File: src/rtl/uart_apb_regs.sv
// APB register block for a UART core: control, status, sticky interrupts, FIFO thresholds and DMA requests.
// Optional macro UART_APB_REGS_TIMEOUT_EN adds a wait-state timeout on stalled DATA writes.
module uart_apb_regs #(
  parameter int DATA_WIDTH = 32,
  parameter int FIFO_AW    = 4,
  parameter int WAIT_LIMIT = 16
) (
  input  logic                  PCLK,
  input  logic                  PRESETn,
  input  logic [4:0]            PADDR,
  input  logic                  PSELx,
  input  logic                  PENABLE,
  input  logic                  PWRITE,
  input  logic [DATA_WIDTH-1:0] PWDATA,
  output logic                  PREADY,
  output logic [DATA_WIDTH-1:0] PRDATA,
  output logic                  PSLVERR,
  output logic                  tx_wr_en,
  output logic [7:0]            tx_wdata,
  input  logic                  tx_full,
  input  logic [FIFO_AW:0]      tx_cnt,
  output logic                  rx_rd_en,
  input  logic [7:0]            rx_rdata,
  input  logic                  rx_empty,
  input  logic [FIFO_AW:0]      rx_cnt,
  input  logic                  tx_busy,
  input  logic                  tx_done,
  input  logic                  rx_busy,
  input  logic                  rx_done,
  input  logic                  rx_err,
  output logic                  en_sys,
  output logic                  tx_en,
  output logic [1:0]            clk_freq_index,
  output logic [2:0]            baud_rate_index,
  output logic                  irq,
  output logic                  dma_tx_req,
  output logic                  dma_rx_req
);

  localparam int CW = FIFO_AW + 1;
  localparam logic [CW-1:0] DEPTH = CW'(2**FIFO_AW);

  typedef enum logic [1:0] {IDLE, SETUP, WAIT} state_t;

  state_t          state_q, state_d;
  logic [7:0]      ctrl_q;
  logic [4:0]      int_en_q;
  logic [2:0]      sticky_q, sticky_d, w1c;
  logic [CW-1:0]   rx_th_q, tx_th_q;
  logic [31:0]     stat_q, stat_d;
  logic            tx_wr_en_q, irq_q, dma_tx_q, dma_rx_q;
  logic [7:0]      tx_wdata_q;
  logic [31:0]     wdata32, rdata32;
  logic [2:0]      reg_idx;
  logic            addr_ok, sel_data, sel_ctrl, sel_stat, sel_int, sel_inten, sel_thresh;
  logic            access, stall, timeout, complete, err, wr_ok, rd_ok;
  logic            rx_thr, tx_thr;
  logic [4:0]      int_stat;
  logic            unused_bits;

  function automatic logic [CW-1:0] sat_cnt(input logic [CW-1:0] v);
    return (v > DEPTH) ? DEPTH : v;
  endfunction

  assign wdata32    = 32'(PWDATA);
  assign reg_idx    = PADDR[4:2];
  assign addr_ok    = (PADDR[1:0] == 2'b00) && (reg_idx <= 3'd5);
  assign sel_data   = addr_ok && (reg_idx == 3'd0);
  assign sel_ctrl   = addr_ok && (reg_idx == 3'd1);
  assign sel_stat   = addr_ok && (reg_idx == 3'd2);
  assign sel_int    = addr_ok && (reg_idx == 3'd3);
  assign sel_inten  = addr_ok && (reg_idx == 3'd4);
  assign sel_thresh = addr_ok && (reg_idx == 3'd5);

  // Only a DATA write into a full TX FIFO can stall the access phase
  assign access = PSELx && PENABLE && (state_q != IDLE);
  assign stall  = access && PWRITE && sel_data && tx_full;

`ifdef UART_APB_REGS_TIMEOUT_EN
  logic [7:0] wait_cnt_q;

  // Counts stalled access cycles; the access is forced to finish after WAIT_LIMIT of them
  assign timeout = stall && (state_q == WAIT) && (wait_cnt_q == 8'(WAIT_LIMIT));

  always_ff @(posedge PCLK or negedge PRESETn) begin
    if (!PRESETn)              wait_cnt_q <= '0;
    else if (stall && !timeout) wait_cnt_q <= wait_cnt_q + 8'd1;
    else                       wait_cnt_q <= '0;
  end

  assign unused_bits = ^{wdata32, rdata32};
`else
  assign timeout     = 1'b0;
  assign unused_bits = ^{wdata32, rdata32, 8'(WAIT_LIMIT)};
`endif

  assign PREADY   = !stall || timeout;
  assign complete = access && PREADY;
  assign err      = !addr_ok || (PWRITE && sel_stat) || (!PWRITE && sel_data && rx_empty) || timeout;
  assign PSLVERR  = complete && err;
  assign wr_ok    = complete && PWRITE && !err;
  assign rd_ok    = complete && !PWRITE && !err;
  assign rx_rd_en = rd_ok && sel_data;

  always_comb begin
    state_d = state_q;
    case (state_q)
      IDLE:        if (PSELx && !PENABLE) state_d = SETUP;
      SETUP, WAIT: state_d = (!(PSELx && PENABLE) || PREADY) ? IDLE : WAIT;
      default:     state_d = IDLE;
    endcase
  end

  assign rx_thr   = (rx_th_q != '0) && (rx_cnt >= rx_th_q);
  assign tx_thr   = (tx_cnt <= tx_th_q);
  assign int_stat = {tx_thr, rx_thr, sticky_q};
  assign w1c      = (wr_ok && sel_int) ? wdata32[2:0] : 3'b000;
  // A set pulse arriving with a clear of the same bit keeps the bit set
  assign sticky_d = (sticky_q & ~w1c) | {rx_err, tx_done, rx_done};

  always_comb begin
    stat_d            = '0;
    stat_d[0]         = rx_empty;
    stat_d[2]         = rx_busy;
    stat_d[4]         = tx_full;
    stat_d[6]         = tx_busy;
    stat_d[8 +: CW]   = rx_cnt;
    stat_d[16 +: CW]  = tx_cnt;
  end

  always_comb begin
    rdata32 = '0;
    if (rd_ok) begin
      case (reg_idx)
        3'd0: rdata32[7:0] = rx_rdata;
        3'd1: rdata32[7:0] = ctrl_q;
        3'd2: rdata32      = stat_q;
        3'd3: rdata32[4:0] = int_stat;
        3'd4: rdata32[4:0] = int_en_q;
        3'd5: begin
          rdata32[CW-1:0]   = rx_th_q;
          rdata32[16 +: CW] = tx_th_q;
        end
        default: rdata32 = '0;
      endcase
    end
  end

  assign PRDATA = rdata32[DATA_WIDTH-1:0];

  always_ff @(posedge PCLK or negedge PRESETn) begin
    if (!PRESETn) begin
      state_q    <= IDLE;
      ctrl_q     <= '0;
      int_en_q   <= '0;
      sticky_q   <= '0;
      rx_th_q    <= '0;
      tx_th_q    <= '0;
      stat_q     <= '0;
      tx_wr_en_q <= 1'b0;
      tx_wdata_q <= '0;
      irq_q      <= 1'b0;
      dma_tx_q   <= 1'b0;
      dma_rx_q   <= 1'b0;
    end else begin
      state_q    <= state_d;
      sticky_q   <= sticky_d;
      stat_q     <= stat_d;
      tx_wr_en_q <= wr_ok && sel_data;
      if (wr_ok && sel_data)  tx_wdata_q <= wdata32[7:0];
      // Bit 1 of CTRL is reserved and always reads back as zero
      if (wr_ok && sel_ctrl)  ctrl_q     <= wdata32[7:0] & 8'hFD;
      if (wr_ok && sel_inten) int_en_q   <= wdata32[4:0];
      if (wr_ok && sel_thresh) begin
        rx_th_q <= sat_cnt(wdata32[CW-1:0]);
        tx_th_q <= sat_cnt(wdata32[16 +: CW]);
      end
      irq_q    <= |(int_stat & int_en_q);
      dma_tx_q <= ctrl_q[7] & tx_thr;
      dma_rx_q <= rx_thr;
    end
  end

  assign tx_wr_en        = tx_wr_en_q;
  assign tx_wdata        = tx_wdata_q;
  assign en_sys          = ctrl_q[0];
  assign clk_freq_index  = ctrl_q[3:2];
  assign baud_rate_index = ctrl_q[6:4];
  assign tx_en           = ctrl_q[7];
  assign irq             = irq_q;
  assign dma_tx_req      = dma_tx_q;
  assign dma_rx_req      = dma_rx_q;

endmodule

File: config.mk
export PLATFORM = sky130hd
export DESIGN_NAME = uart_apb_regs
export DESIGN_NICKNAME = d
export VERILOG_FILES = /design/src/rtl/uart_apb_regs.sv
export SDC_FILE = /design/constraint.sdc
export NUM_CORES = 1
export LEC_CHECK = 0
export ABC_AREA = 1
export BUFFER_PORTS_ARGS = -buffer_cell sky130_fd_sc_hd__clkbuf_2
export CAP_MARGIN = 20
export CORE_UTILIZATION = 35
export CTS_CLUSTER_DIAMETER = 200
export DETAILED_ROUTE_END_ITERATION = 10
export PLACE_DENSITY = 0.7
export RECOVER_POWER = 50
export SYNTH_ARGS = -nofsm -noshare
export SYNTH_HDL_FRONTEND = slang
export SYNTH_SLANG_ARGS = --single-unit
File: constraint.sdc
create_clock -name PCLK -period 1.7 [get_ports PCLK]
set_input_delay 0.34 -clock PCLK [delete_from_list [all_inputs] [get_ports PCLK]]
set_output_delay 0.34 -clock PCLK [all_outputs]
set_load 0.02 [all_outputs]
* Word-level counts from Yosys, hierarchy flattened
Cells that the tools add are included.
** Cells by class
- Order comparisons :: 5
- Eq/ne operators :: 8
- Muxes and demuxes :: 11
- Bitwise logic cells :: 5
- Reduce and logical (&&, ||, !) cells :: 45
** Operators with widths (count)
- $pmux W5 S6 :: 1
- $logic_and A1 B1 Y1 :: 29
- $mux W21 :: 1
- $mux W5 :: 3
- $gt A5 B5 Y1 const B :: 2
- $pmux W5 S2 :: 1
- $pmux W3 S3 :: 1
- $eq A3 B2 Y1 const B :: 2
- $eq A3 B3 Y1 const B :: 2
- $logic_not A1 Y1 :: 6
- $and A5 B5 Y5 :: 1
- $ge A5 B5 Y1 :: 1
- $le A5 B5 Y1 :: 1
- $reduce_bool A5 Y1 :: 1
- $reduce_or A5 Y1 :: 1
- $logic_not A2 Y1 :: 2
- $mux W2 :: 2
- $pmux W2 S2 :: 1
- $and A3 B3 Y3 :: 1
- $eq A3 B1 Y1 const B :: 1
- $le A3 B3 Y1 const B :: 1
- $logic_not A3 Y1 :: 1
- $logic_or A1 B1 Y1 :: 3
- $mux W3 :: 1
- 8 further kinds :: 8
** Storage, ports and cells
- Register bits after elaboration :: 53
- Input bits :: 67
- Word-level logic and storage cells :: 86

* Logic depth before layout (Yosys ltp)
Gate-level depths: netlist of run 1.
- Depth after elaboration :: 14
- Gate-level depth with buffers :: 10
- Mapped depth without buffers :: 9

* Worst setup path after synthesis of run 1
Ideal clock, no wire load.
- Path kind :: register to output
- From :: register state_q[0]
- To :: output PRDATA[18]
- Arrival time :: 1.693 ns
- Data required time :: 1.360 ns
- Path slack :: -0.333 ns
- Stages on the path, launching flop included :: 9
- Path buffers :: 1
- Path through :: dfrtp_1 -> inv_1 -> ha_1 -> nor2_1 -> inv_1 -> nor2_1 -> nand3_2 -> buf_4 -> a21oi_1
** Between the ends
- Cells in the longest elaborated chain, start to end :: 10
** Ends and longest elaborated chain
- start: declaration :: RTL line 45 : state_t state_q, state_d;
- start signal: assignment :: RTL line 166 : state_q <= state_d;
- $reduce_bool A2 Y1 (*) :: RTL line 76 : assign access = PSELx && PENABLE && (state_q != IDLE);
- $logic_and A1 B1 Y1 (*) :: RTL line 76
- $logic_and A1 B1 Y1 (3 in series) :: RTL line 77 : assign stall = access && PWRITE && sel_data && tx_full;
- $logic_not A1 Y1 :: RTL line 97 : assign PREADY = !stall || timeout;
- $logic_and A1 B1 Y1 (*) :: RTL line 98 : assign complete = access && PREADY;
- $logic_and A1 B1 Y1 (*) (2 in series) :: RTL line 102 : assign rd_ok = complete && !PWRITE && !err;
- $mux W21 (*) :: RTL line 133 : if (rd_ok) begin
- end: declaration :: RTL line 16 : output logic [DATA_WIDTH-1:0] PRDATA,
Mark *: on every way between the ends. The rest lies on a longest branch, timed or not.

* Worst setup path after layout of run 1
- From :: register tx_th_q[2]
- To :: output PRDATA[4]
** Between the ends
- Cells in the longest elaborated chain, start to end :: 3
** Ends and longest elaborated chain
- start: declaration :: RTL line 49 : logic [CW-1:0] rx_th_q, tx_th_q;
- start signal: assignment :: RTL line 176 : tx_th_q <= sat_cnt(wdata32[16 +: CW]);
- $le A5 B5 Y1 :: RTL line 115 : assign tx_thr = (tx_cnt <= tx_th_q);
- $pmux W5 S6 :: RTL line 134 : case (reg_idx)
- $mux W21 :: RTL line 133
Every way passes these cells.

==> results of run 1 <==
cell families after synthesis:
kind of cell,share of synthesized area
other,0.00130
adders and majority gates,0.0563
AOI/OAI and AO/OA,0.123
and+or+nand+nor,0.247
DFF,0.459
buffers and inverters,0.114
registers in the layout, indices dropped and copies added, names as in the netlist:
name        cells
dma_tx_req      1
sticky_q        3
tx_th_q         5
stat_q         14
state_q         2
int_en_q        5
ctrl_q          7
irq             1
tx_wr_en        1
dma_rx_req      1
tx_wdata        8
rx_th_q         5
cell usage after synthesis:
| cell type | instances | area share |
|---|---|---|
| nand3b_1 | 1 | 0.0026 |
| ha_1 | 13 | 0.056 |
| nand4_1 | 6 | 0.013 |
| nor3_1 | 3 | 0.0052 |
| nand3_2 | 6 | 0.021 |
| nor2_2 | 1 | 0.0022 |
| nand3_1 | 10 | 0.017 |
| a21boi_0 | 4 | 0.010 |
| conb_1 | 1 | 0.0013 |
| buf_2 | 1 | 0.0017 |
| o22ai_1 | 1 | 0.0022 |
| o21ai_0 | 20 | 0.035 |
| nand2_1 | 106 | 0.14 |
| o21ai_2 | 7 | 0.021 |
| a21oi_1 | 17 | 0.029 |
| inv_4 | 1 | 0.0022 |
| dfrtp_1 | 53 | 0.46 |
| inv_1 | 49 | 0.064 |
| nand3_4 | 2 | 0.012 |
| nor2_8 | 1 | 0.0069 |
| buf_4 | 18 | 0.047 |
| o21bai_1 | 1 | 0.0026 |
| nor2_4 | 1 | 0.0039 |
| nor3_2 | 1 | 0.0035 |
| nor2_1 | 15 | 0.019 |
| nor4_1 | 1 | 0.0022 |
| o21ai_1 | 13 | 0.023 |
worst max-delay path: stages (launching register included):
cell and delay [ns]:
dfrtp_1 0.38, inv_1 0.10, ha_4 0.21, nand2_1 0.07, inv_1 0.04, o21ai_1 0.14
nand3_2 0.11, nand2_2 0.10, nand2_2 0.07, a21oi_4 0.14, buf_8 0.13
metrics by stage:
stage / utilization / hold WS [ns]
after detailed placement: 0.494 / 0.362
after global routing: 0.572 / 0.130
after floorplan: - / 0.0444
after CTS: 0.553 / 0.0155
after global placement: 0.494 / 0.358
final: 0.572 / 0.138
cells in the final DEF, fill, tap and decap left out, types with 4 or more instances in the layout:
master | netlist | layout
nand2_1 | 106 | 100
clkbuf_2 | 0 | 55
buf_4 | 18 | 54
dfrtp_1 | 53 | 53
inv_1 | 49 | 41
o21ai_1 | 13 | 17
o21ai_0 | 20 | 16
conb_1 | 1 | 14
buf_8 | 0 | 13
clkbuf_1 | 0 | 12
nor2_4 | 1 | 11
clkbuf_8 | 0 | 11
ha_1 | 13 | 9
nand3_1 | 10 | 8
nand3_4 | 2 | 8
inv_2 | 0 | 7
a21oi_4 | 0 | 7
o21ai_2 | 7 | 7
nand3_2 | 6 | 6
a21oi_1 | 17 | 6
nand4_1 | 6 | 6
nand2_2 | 0 | 6
nor2_1 | 15 | 4
a21oi_2 | 0 | 4
ha_4 | 0 | 4
how the worst max path moves through the flow:
stage / start / to / depth (start not counted)
after floorplan: state_q[0] / PRDATA[18] / 8
after global placement: tx_cnt[2] / PRDATA[4] / 10
after detailed placement: tx_cnt[2] / PRDATA[4] / 10
after CTS: state_q[0] / PRDATA[16] / 9
after global routing: tx_th_q[2] / PRDATA[4] / 9
final: tx_th_q[2] / PRDATA[4] / 10
where the power goes:
part           leakage (nW)  switching [mW]  total, mW  internal, mW
Sequential            0.688          0.0332       1.35          1.32
Combinational          1.42           0.391      0.712         0.322
Clock                0.0445           0.441      0.734         0.293
Total                  2.15           0.865       2.80          1.93
per-layer routing:
| metal | GRT usage | vias to the layer above | wire, um |
|---|---|---|---|
| li1 | - | 1423 | - |
| met1 | 0.235 | 1337 | 3450 |
| met2 | 0.324 | 88 | 4070 |
| met3 | 0.0320 | 11 | 388 |
| met4 | 0.0615 | 0 | 143 |
| met5 | 0 | - | 0 |
area by class of cell:
class / instances / area share
Multi-Input combinational cell: 248 / 0.363
Sequential cell: 53 / 0.295
Timing Repair Buffer: 147 / 0.250
Inverter: 50 / 0.0429
Tap cell: 102 / 0.0284
Clock buffer: 5 / 0.0153
Clock inverter: 3 / 0.00474
what timing repair did:
action	4_1_cts	5_1_grt
gates cloned	2	4
endpoints found under the setup margin	54	47
hold buffers	0	0
setup buffers	8	5
pin swaps	11	5
resized for setup	63	30
==> reports/results.ini, run 1 <==
[status]
run_status=finished, violations left
violations=negative setup slack

[timing]
fin_ws_ns=-0.439
setup-violations-final=21
finalMaxSlewViolations=0
fin_crit_ns=2.14
fin_skew_ns=0.0115
rsz0062_at_grt=yes
worstMarginPinSlew_ns=1.29
period_share=1.26
fmax_ghz=0.467
hold_viol=0
finalSetupTns_ns=-7.92
slew_headroom=0.140

[drt]
drc=0
first_pass_iters=4
route.detailed.vias_per_inst=4.70
wl_per_cell_um=13.2
num_vias=2859
wirelength_um=8050
drt-initial-drc-count=136
postRouteAntennaNets=0

[die]
initial_core_util=0.368
rows=32
die_area_mm2=0.00863
ios=121
core-area_mm2=0.00785
die_w_um=92.9
die_h_um=92.9

[clock_tree]
ctsRootBufferMaster=clkbuf_8
tritoncts=built
cts_made_buffers=5
htreeDepth=2
cts_max_path_buffers=2
path_clk_slew_ns=0.10
cts.sinks=53
clk_latency_ns=0.31

[setup_path]
reg2reg_to=sticky_q[2]
worstSetupEndpointType=output pin
cp.arrival_ns=1.80
r2r_cells=12
crit_type=reg2out
required_ns=1.36
start_kind=register
rrSetupSlack_ns=0.08
cp_max_fo=2
timing.rr.start=state_q[1]

[synth]
syn-instance-count=353
synth.distinct_cells=27
ys_ff_latch=53
netlist_area_mm2=0.00289
yosysWarnings=0
syn_area_per_cell_um2=8.19
synth-seq-area-share=0.459

[placed_design]
pre_cts_ws_ns=-0.240
portBuffers=87
detailed_place_hpwl_um=5790
dpl_cell_area_mm2=0.00388
gp_congestion=0.863
dp.cells=582

[layout]
seq_area_mm2=0.00133
n_fill_cell=673
multi_input_area_mm2=0.00163
nets=585
insertedDiodeCount=0
final_cells=608
area_growth_pct=55.3
finalInstanceArea_mm2=0.00449
drive_above_1_share=0.417

[min_path]
hold_path.class=in2reg
hold_end=stat_q[2]
hold_start=rx_busy
hold_depth=1

[global_route]
globalRouteTotalUtil=0.187
grt_pass1_vias=2721
antenna_found_initial=0
grt_pass1_wl_um=12700
gr-total-overflow=0
grt_max_degree=54

[power]
power.density_mw_per_mm2=623
total_power_mw=2.80
p_leak_nw=2.15
peakVddDrop_v=0.000375

[flow_run]
drv_cap=0

(Power assumes the default switching activity.)
==> run 2, diff against run 1 <==
--- a/constraint.sdc
+++ b/constraint.sdc
@@ -3,2 +3,2 @@
 set_output_delay 0.34 -clock PCLK [all_outputs]
-set_load 0.02 [all_outputs]
+set_load 0.005 [all_outputs]
==> run 2 against run 1 <==
The flow still finishes with violations (negative setup slack); sequential cell count stayed put; worst setup slack better by 0.024 ns; combinational power is 6.6% lower; utilization is 3.3 points lower; clock skew is 0.0017 ns higher; hold slack worse by 0.011 ns; die area stayed put; sequential share of layout area is 1.8 points higher; first-iteration DRC count is 15% lower; largest cell class unchanged.
==> reports/results.ini, run 2 (same netlist as run 1, synthesis figures left out) <==
[clock_tree]
htreeDepth=2
ctsRootBufferMaster=clkbuf_8
cts.sinks=53
tritoncts=built
cts_max_path_buffers=2
cts_made_buffers=5
clk_latency_ns=0.32
path_clk_slew_ns=0.10

[layout]
postLayoutCoreUtil=0.539
insertedDiodeCount=0
area_growth_pct=46.2
largest_reg_flops=14
nets=582
drive_above_1_share=0.433
finalInstanceArea_mm2=0.00423
final_cell_mix=nand2_1 (91), clkbuf_2 (63), dfrtp_1 (53)
top_register=stat_q
final_common_cell=nand2_1

[die]
die_h_um=92.9
initial_core_util=0.368
rows=32
core-area_mm2=0.00785
ios=121
die_area_mm2=0.00863
die_w_um=92.9

[setup_path]
startpoint=tx_th_q[3]
cpLargestDelayFamily=simple AND/OR/NAND/NOR gates
crit_slowest_cell=dfrtp_1
cp.arrival_ns=1.78
critical_path_buf_inv_count=3
worstSetupEndpointType=output pin
timing.rr.start=state_q[1]
slowest_delay_ns=0.36
cp_max_fo=3
start_kind=register
required_ns=1.36
worstPathCellList=inv_1 -> ha_1 -> nand2_1 -> inv_1 -> nand4_1 -> nand2_2 -> nand2_2 -> a21oi_2 -> clkbuf_2
crit_type=reg2out

[power]
clkPwrFrac=0.280
pwr-share-seq=0.483
intPower_mw=1.98
power.density_mw_per_mm2=664
power_switching_mw=0.830
comb_power_share=0.237
p_leak_nw=2.13
sw_frac_of_total=0.296
total_power_mw=2.81
peakVddDrop_v=0.000379

[drt]
postRouteAntennaNets=0
num_vias=2822
wl_per_cell_um=13.7
first_pass_iters=4
wirelength_um=8290
drc=0
route.detailed.vias_per_inst=4.66
drt-initial-drc-count=115

[timing]
fmax_ghz=0.473
setup-violations-final=43
rsz0062_at_grt=yes
hold_viol=0
fin_skew_ns=0.0132
period_share=1.24
fin_ws_ns=-0.415
finalMaxSlewViolations=0
worstMarginPinSlew_ns=1.31
fin_crit_ns=2.12
slew_headroom=0.128
finalSetupTns_ns=-9.26

[status]
violations=negative setup slack
run_status=finished, violations left

[placed_design]
detailed_place_hpwl_um=5860
portBuffers=87
dpl_cell_area_mm2=0.00372
pre_cts_ws_ns=-0.247
gp_congestion=0.841

[min_path]
hold_path.class=in2reg
hold_start=rx_busy

[global_route]
grt_pass1_vias=2636
gr-total-overflow=0
globalRouteTotalUtil=0.186
antenna_found_initial=0
grt_pass1_wl_um=12600
grt_max_degree=54

[flow_run]
drv_cap=0

-- run 2: power by group through the flow --
stage	Combinational, mW	Clock [mW]	Sequential [mW]
finish	0.665	0.785	1.35
global route	0.739	0.852	1.36
CTS	0.589	0.796	1.35
detailed placement	0.516	0	1.37
global placement	0.496	0	1.37
floorplan	0.248	0	1.37
-- run 2: final cells by class --
class                           count  area, um2
Inverter                           50        190
Fill cell                         741       3620
Clock inverter                      2       17.5
Sequential cell                    53       1330
Clock buffer                        6       82.6
Timing Repair Buffer              145        915
Tap cell                          102        128
Multi-Input combinational cell    247       1570
-- run 2: worst paths after layout --
kind / endpoint / depth (start not counted) / slack (ns)
setup / recovery: PRDATA[4] / 9 / -0.42
hold / removal: stat_q[2] / 1 / 0.13
setup reg to reg: int_en_q[4] / 13 / -0.14
hold reg to reg: sticky_q[0] / 2 / 0.49
max in group asynchronous: irq / 2 / 0.53
min in group asynchronous: stat_q[20] / 2 / 0.39
-- run 2: metal layers --
metal	wire length [um]	vias up	track usage
met4	159	0	0.0628
met3	464	15	0.0345
li1	-	1407	-
met5	0	-	0
met2	4080	91	0.307
met1	3590	1309	0.245
-- run 2: timing repair --
item                                    4_1_cts  5_1_grt
setup buffers                                 4       10
pin swaps                                    12       18
cloned                                        0        4
resized for setup                            36       62
endpoints found under the hold margin         0        0
endpoints found under the setup margin       54       38
hold buffers                                  0        0
-- run 2: through the flow --
| step | hold slack, ns | instances |
|---|---|---|
| floorplan | 0.0444 | 366 |
| global route | 0.121 | 605 |
| CTS | 0.0136 | 592 |
| detailed placement | 0.359 | 580 |
| global placement | 0.356 | 580 |
| finish | 0.127 | 605 |
